`src/rtl/popcount_seq.sv`:
```
// ---------------------------------------------------------------------------
// popcount_seq
//
// Sequencing controller around a single 10-to-4 compressor for the
// binary-CNN popcount path. A vector of `len` 10-bit chunks arrives over a
// valid/ready stream. Each chunk is compressed to a 4-bit count (0..10) and
// the counts are accumulated into a saturating sum. The sum is presented on
// a valid/ready result port. Only one vector is in flight at a time.
//
// Build option:
//   POPCNT_XNOR_EN  defined   -> compressor counts ~(chunk_data ^ chunk_wgt),
//                                which is the XNOR match count.
//                   undefined -> compressor counts chunk_data. chunk_wgt is
//                                ignored.
//
// Ports:
//   clk          rising-edge clock
//   rst          synchronous active-high reset
//   start        begins a vector when idle; ignored otherwise
//   len          chunk count, sampled on an accepted start
//   chunk_valid  chunk_data/chunk_wgt valid
//   chunk_ready  controller accepts a chunk this cycle
//   chunk_data   activation bits of the current chunk
//   chunk_wgt    weight bits (XNOR build only)
//   res_valid    result valid, held until res_ready
//   res_ready    downstream accepts the result
//   res_sum      accumulated popcount
//   res_sat      accumulator saturated during this vector
//   busy         controller not idle
// ---------------------------------------------------------------------------
module popcount_seq #(
    parameter int LEN_W = 8,
    parameter int ACC_W = 16
) (
    input  logic             clk,
    input  logic             rst,
    input  logic             start,
    input  logic [LEN_W-1:0] len,
    input  logic             chunk_valid,
    output logic             chunk_ready,
    input  logic [9:0]       chunk_data,
    input  logic [9:0]       chunk_wgt,
    output logic             res_valid,
    input  logic             res_ready,
    output logic [ACC_W-1:0] res_sum,
    output logic             res_sat,
    output logic             busy
);

    typedef enum logic [1:0] {IDLE, RUN, DRAIN, DONE} state_t;

    state_t           state_reg;
    logic [LEN_W-1:0] cnt_reg;
    logic [3:0]       pcnt_reg;
    logic             pcnt_vld_reg;
    logic [ACC_W-1:0] acc_reg;
    logic             sat_reg;
    logic             chunk_ready_reg;
    logic             res_valid_reg;
    logic             busy_reg;

    // ---------------------------------------------------------------
    // Compressor input selection
    // ---------------------------------------------------------------
    logic [9:0] comp_in;

`ifdef POPCNT_XNOR_EN
    assign comp_in = ~(chunk_data ^ chunk_wgt);
`else
    logic unused_wgt;
    assign comp_in    = chunk_data;
    assign unused_wgt = ^chunk_wgt;
`endif

    // ---------------------------------------------------------------
    // 10-to-4 compressor: purely combinational bit count. Built as a
    // running sum so synthesis is free to map it to a compressor tree.
    // ---------------------------------------------------------------
    logic [3:0] psum [0:10];

    assign psum[0] = 4'd0;

    generate
        for (genvar gi = 0; gi < 10; gi++) begin : g_count
            assign psum[gi+1] = psum[gi] + {3'b000, comp_in[gi]};
        end
    endgenerate

    // ---------------------------------------------------------------
    // Stage-2 saturating add. One extra bit catches the carry-out.
    // ---------------------------------------------------------------
    logic [ACC_W:0] acc_sum;

    assign acc_sum = {1'b0, acc_reg} + {{(ACC_W-3){1'b0}}, pcnt_reg};

    wire handshake = chunk_valid && chunk_ready_reg;

    always_ff @(posedge clk) begin
        if (rst) begin
            state_reg       <= IDLE;
            cnt_reg         <= '0;
            pcnt_reg        <= '0;
            pcnt_vld_reg    <= 1'b0;
            acc_reg         <= '0;
            sat_reg         <= 1'b0;
            chunk_ready_reg <= 1'b0;
            res_valid_reg   <= 1'b0;
            busy_reg        <= 1'b0;
        end else begin
            // Stage 2 runs whenever stage 1 holds a count. This is
            // independent of the FSM, so the last count is absorbed
            // during DRAIN.
            if (pcnt_vld_reg) begin
                if (acc_sum[ACC_W]) begin
                    acc_reg <= '1;
                    sat_reg <= 1'b1;
                end else begin
                    acc_reg <= acc_sum[ACC_W-1:0];
                end
            end

            // Stage 1 is valid only on the cycle after a handshake.
            // Gaps in the stream leave bubbles in the pipeline.
            pcnt_vld_reg <= 1'b0;

            case (state_reg)
                IDLE: begin
                    if (start) begin
                        cnt_reg  <= len;
                        acc_reg  <= '0;
                        sat_reg  <= 1'b0;
                        busy_reg <= 1'b1;
                        if (len != '0) begin
                            state_reg       <= RUN;
                            chunk_ready_reg <= 1'b1;
                        end else begin
                            state_reg     <= DONE;
                            res_valid_reg <= 1'b1;
                        end
                    end
                end

                RUN: begin
                    if (handshake) begin
                        pcnt_reg     <= psum[10];
                        pcnt_vld_reg <= 1'b1;
                        cnt_reg      <= cnt_reg - 1'b1;
                        if (cnt_reg == {{(LEN_W-1){1'b0}}, 1'b1}) begin
                            state_reg       <= DRAIN;
                            chunk_ready_reg <= 1'b0;
                        end
                    end
                end

                DRAIN: begin
                    state_reg     <= DONE;
                    res_valid_reg <= 1'b1;
                end

                DONE: begin
                    // A start pulse arriving here is dropped. The FSM
                    // only looks at start in IDLE.
                    if (res_ready) begin
                        state_reg     <= IDLE;
                        res_valid_reg <= 1'b0;
                        busy_reg      <= 1'b0;
                    end
                end

                default: state_reg <= IDLE;
            endcase
        end
    end

    assign chunk_ready = chunk_ready_reg;
    assign res_valid   = res_valid_reg;
    assign res_sum     = acc_reg;
    assign res_sat     = sat_reg;
    assign busy        = busy_reg;

endmodule

```
`config.mk`:
```
export PLATFORM = sky130hd
export DESIGN_NAME = popcount_seq
export DESIGN_NICKNAME = d
export VERILOG_FILES = /design/src/rtl/popcount_seq.sv
export SDC_FILE = /design/constraint.sdc
export NUM_CORES = 1
export LEC_CHECK = 0
export CORE_UTILIZATION = 50
export DETAILED_ROUTE_END_ITERATION = 10
export PLACE_DENSITY_LB_ADDON = 0.3
export SLEW_MARGIN = 20
export SYNTH_ARGS = -nofsm -noshare
export SYNTH_HDL_FRONTEND = slang
export SYNTH_SLANG_ARGS = --single-unit
```
`constraint.sdc`:
```
create_clock -name clk -period 3.95 [get_ports clk]
set_input_delay 0.79 -clock clk [delete_from_list [all_inputs] [get_ports clk]]
set_output_delay 0.79 -clock clk [all_outputs]
set_load 0.005 [all_outputs]
```
## Word-level counts from Yosys, hierarchy flattened

Cells that the tools add are included.

| operators by class | value |
|---|---|
| add/sub/neg operators | 11 |
| mux-type cells | 29 |
| bitwise logic cells | 1 |
| reductions and logical operators | 13 |
| eq/ne operators | 10 |

Operator list:

| kind | number |
|---|---|
| $mux 16 | 4 |
| $add 4x1->4 | 6 |
| $add 16x4->17 | 1 |
| $mux 8 | 2 |
| $pmux 8 s2 | 1 |
| $mux 1 | 13 |
| $ne 2x2->1 const B | 6 |
| $mux 2 | 5 |
| $eq 8x1->1 const B | 1 |
| $pmux 2 s4 | 1 |
| $reduce_and 4->1 | 2 |
| $reduce_bool 8->1 | 1 |
| $sub 8x1->8 const B | 1 |
| $reduce_and 3->1 | 2 |
| $reduce_and 5->1 | 1 |
| $add 3x1->4 | 1 |
| $eq 2x2->1 const B | 2 |
| $pmux 1 s2 | 2 |
| $reduce_bool 2->1 | 2 |
| $add 2x1->3 | 1 |
| $pmux 1 s3 | 1 |
| $reduce_bool 3->1 | 1 |
| $add 1x1->2 | 1 |
| $eq 2x1->1 const B | 1 |
| other kinds (5) | 5 |

| word-level totals | value |
|---|---|
| output and inout port bits | 20 |
| input port bits | 33 |
| flip-flop bits (word level) | 35 |

## Depth between registers and ports, before layout

| logic depth | value |
|---|---|
| depth after elaboration | 9 |
| gate-level depth with buffers | 12 |
| depth with buffers taken out | 12 |

## Worst setup path after synthesis

Ideal clock, no wire load.

| timing | value |
|---|---|
| kind | input port to flip-flop |
| from | input port chunk_data[0] |
| to | register pcnt_reg[2] |
| stages on the path | 12 |
| setup time | 86 ps |
| buffers on the path | 0 |
| slack | 583 ps |
| data arrival time | 3,281 ps |
| cells stage by stage | inv_1 -> fa_1 -> inv_1 -> fa_1 -> inv_1 -> fa_1 -> inv_1 -> ha_1 -> inv_1 -> fa_1 -> xnor2_1 -> a211oi_1 |

| on the way | value |
|---|---|
| word-level cells in the longest chain between the ends | 9 |

Ends and longest elaborated chain:

| what | RTL line | source |
|---|---|---|
| start, declared | 41 | `input logic [9:0] chunk_data,` |
| $add 1x1->2 | 85 | `assign psum[gi+1] = psum[gi] + {3'b000, comp_in[gi]};` |
| $add 2x1->3 | 85 |  |
| $add 3x1->4 | 85 |  |
| $add 4x1->4 (6 in series) | 85 |  |
| end signal, assigned | 145 | `pcnt_reg <= psum[10];` |
| end, declared | 54 | `logic [3:0] pcnt_reg;` |

No other way between the ends.
A chain may end at the register's enable or synchronous reset.

## Worst setup path after layout

Ends and elaborated chain as after synthesis.

==> impl_metrics.ini <==
[run_status]
status = finished, final reports clean

[global_route]
grt.total_usage_pct = 22.43
grt_max_degree = 22
antenna_found_initial = 0
grt-ovfl-total = 0
grt_pass1_wl_um = 7783
grt_pass1_vias = 1788

[worst_setup_path]
cp_slowest_cell = fa_1
critPathBufInv = 6
cpMostUsedCell = inv_1
crit_fanout = 2
path_class = in2reg
r2r-start = state_reg[0]
path_cells = clkdlybuf4s50_1 -> inv_1 -> fa_1 -> inv_1 -> fa_1 -> inv_1 -> fa_1 -> inv_1 -> ha_1 -> inv_1 -> fa_1 -> xnor2_1 -> a211oi_1
end_kind = register
worstRegToRegCells = 5
startpoint = chunk_data[0]
cpPeakStageDelay_ns = 0.53
worstPathRequired_ns = 4.16
rrSetupSlack_ns = 1.72
path_delay_family = adder cells
r2r-end = pcnt_reg[1]
crit_arrival_ns = 3.86
cp_num_cells = 13
worst_setup_path_start_kind = primary input
crit_path_end = pcnt_reg[2]

[layout]
diodes = 0
drive_gt1_share_pct = 6.908
fin_nets = 355
syn2layout_area_growth_pct = 24.87
fill_cells = 362
largest_register_ffs = 16

[cts]
cts_tree = yes
ctsResizeCount = 0
cts_hold_buf = 0
h-tree-depth = 2
clock_path_buffers = 2
clkLatencyLatePin_ns = 0.29
clkTransAtPathRegs_ns = 0.08
post-cts-setup-buffer-count = 0
root_buffer = clkbuf_8
cts_buffers = 5
cts.sinks = 35

[synthesis]
synthSimpleGateAreaFrac_pct = 19.29
ys.flop_type = dfxtp_1
synth_compound_area_share_pct = 25.78
synth_top_cell_area_share_pct = 31.87
yosys_warnings = 0
synthesis.nets = 313
synth_top_area_cell = dfxtp_1
synthArstFlopShare_pct = 0
yosys.cell_types.count = 54
synthCells = 261
avgSynthCellArea_sq_um = 8.423
synth_edf_count = 0
synth_top_family_by_area = compound AO/OA/AOI/OAI gates
syn_area_sq_mm = 0.002198
synth_fa_ha_area_share_pct = 13.20
yosys-top-cells-count = 35 x dfxtp_1, 33 x a21oi_1, 31 x inv_1
ys_seq_elements = 35
synthMuxAreaShare_pct = 0.9106
yosys-top-cells-area = dfxtp_1 32%, a21oi_1 7.5%, ha_1 6.8%
yosys.area_share.xor_xnor_pct = 1.992
yosysMostFrequentCell = dfxtp_1
synth-seq-area-share_pct = 31.87

[placed_design]
place_ws_ns = -0.01954
dpl.hpwl_um = 3547
io_buffers = 42
gp_congestion = 0.8418

[detailed_routing]
route.detailed.drc = 0
wire_per_inst_um = 13.71
num_vias = 2057
drt-initial-drc-count = 130
postRouteAntennaNets = 0
wirelength_um = 4855
dr.pass1.iters = 5
via_per_inst = 5.811

[floorplanning]
die_height_um = 68.31
start_util_pct = 53.42
die_area_sq_mm = 0.004666
die_w_um = 68.31
fp.coreArea_sq_mm = 0.004115
io_pins = 53
fp-row-count = 23

[pwr]
irDropWorstVdd_mv = 0.3536
total_power_uw = 1325
p_leak_uw = 0.001038
p_per_area_mw_per_mm2 = 482.8

[sta]
final-setup-viol-count = 0
period_minus_slack_ns = 3.654
finalHoldViolCount = 0
rsz0062_at_grt = false
finalCritPeriodShare_pct = 92.50
setup_ws_ns = 0.2963
worst_slew_pin_slew_ns = 0.7617
drv_slew = 0
finClkSkew_ns = 0.005877
fmax_mhz = 273.7
relSlewSlack_pct = 49.22

[run]
maxCapViolCount = 0

[min_path]
min_from = res_sat
hp-class = reg2reg
==> worst register-to-register path, delay by kind of cell (launching register included) <==
family / cells / cell delay [ns]
buffers and inverters: 1 / 0.45
and+or+nand+nor: 2 / 0.44
DFF: 1 / 0.40
AOI/OAI and AO/OA: 1 / 0.21
adders and majority gates: 1 / 0.64
==> where the power goes <==
group / internal (uW) / switching (uW) / total, uW / leakage [uW]
clock network: 123 / 135 / 258 / 0.0000402
logic: 247 / 340 / 587 / 0.000713
registers: 415 / 66.3 / 481 / 0.000284
total: 784 / 541 / 1330 / 0.00104
==> logic make-up (layout without fill, tap and decap cells) <==
family / Yosys count / in the layout
flip-flops: 35 / 35
AND/OR/NAND/NOR: 73 / 73
multiplexers: 2 / 2
adder cells (fa/ha/maj): 19 / 19
XOR/XNOR: 5 / 5
buffers and inverters: 40 / 83
AO/OA/AOI/OAI: 87 / 87
==> metrics by stage <==
stage	utilization, %	TNS [ns]	hold WS, ns	instances	instance area [sq um]
3_3_place_gp	64.55	0	0.4329	346	2656
2_1_floorplan	-	0	0.4400	261	2198
4_1_cts	66.71	0	0.4531	354	2745
6_report	66.71	0	0.4490	354	2745
5_1_grt	66.71	0	0.4753	354	2745
3_5_place_dp	64.55	-0.01954	0.4406	346	2656
==> cells in the final DEF (no fill, tap or decap), types with 4 or more instances in the layout <==
master           netlist  final
a21o_1                 4      4
fa_1                   7      7
inv_1                 31     31
or4_1                  5      5
clkdlybuf4s50_1        0     42
nand2_1               17     17
nor2_1                15     15
xnor2_1                4      4
a31oi_1                6      6
nand3_1                7      7
clkbuf_8               0      5
a21oi_1               33     33
a211oi_1               7      7
a311oi_1               4      4
dfxtp_1               35     35
ha_1                  12     12
o21ai_0               12     12
==> area by class of cell <==
type                            instances  area, sq um  area share [%]
Multi-Input combinational cell        186         1345           49.00
Inverter                               32        120.1           4.376
Clock inverter                          3        20.02          0.7293
Timing Repair Buffer                   43        427.9           15.59
Tap cell                               50        62.56           2.279
Sequential cell                        35        700.7           25.52
Clock buffer                            5        68.82           2.507
==> routing by layer <==
metal	vias to the layer above	share of wire [%]	GRT usage, %
met5	-	0	0
met4	0	1.7	8.854
met3	10	3.7	4.167
met2	51	49	38.36
met1	962	46	27.41
li1	1034	-	-
==> worst min-delay path by stage <==
stage	end	cells past startpoint	slack (ns)
2_1_floorplan	pcnt_reg[0]	2	0.44
3_3_place_gp	res_sat	2	0.43
3_5_place_dp	res_sat	2	0.44
4_1_cts	res_sat	2	0.45
5_1_grt	res_sat	2	0.48
6_report	res_sat	2	0.45
(Power assumes the default switching activity.)
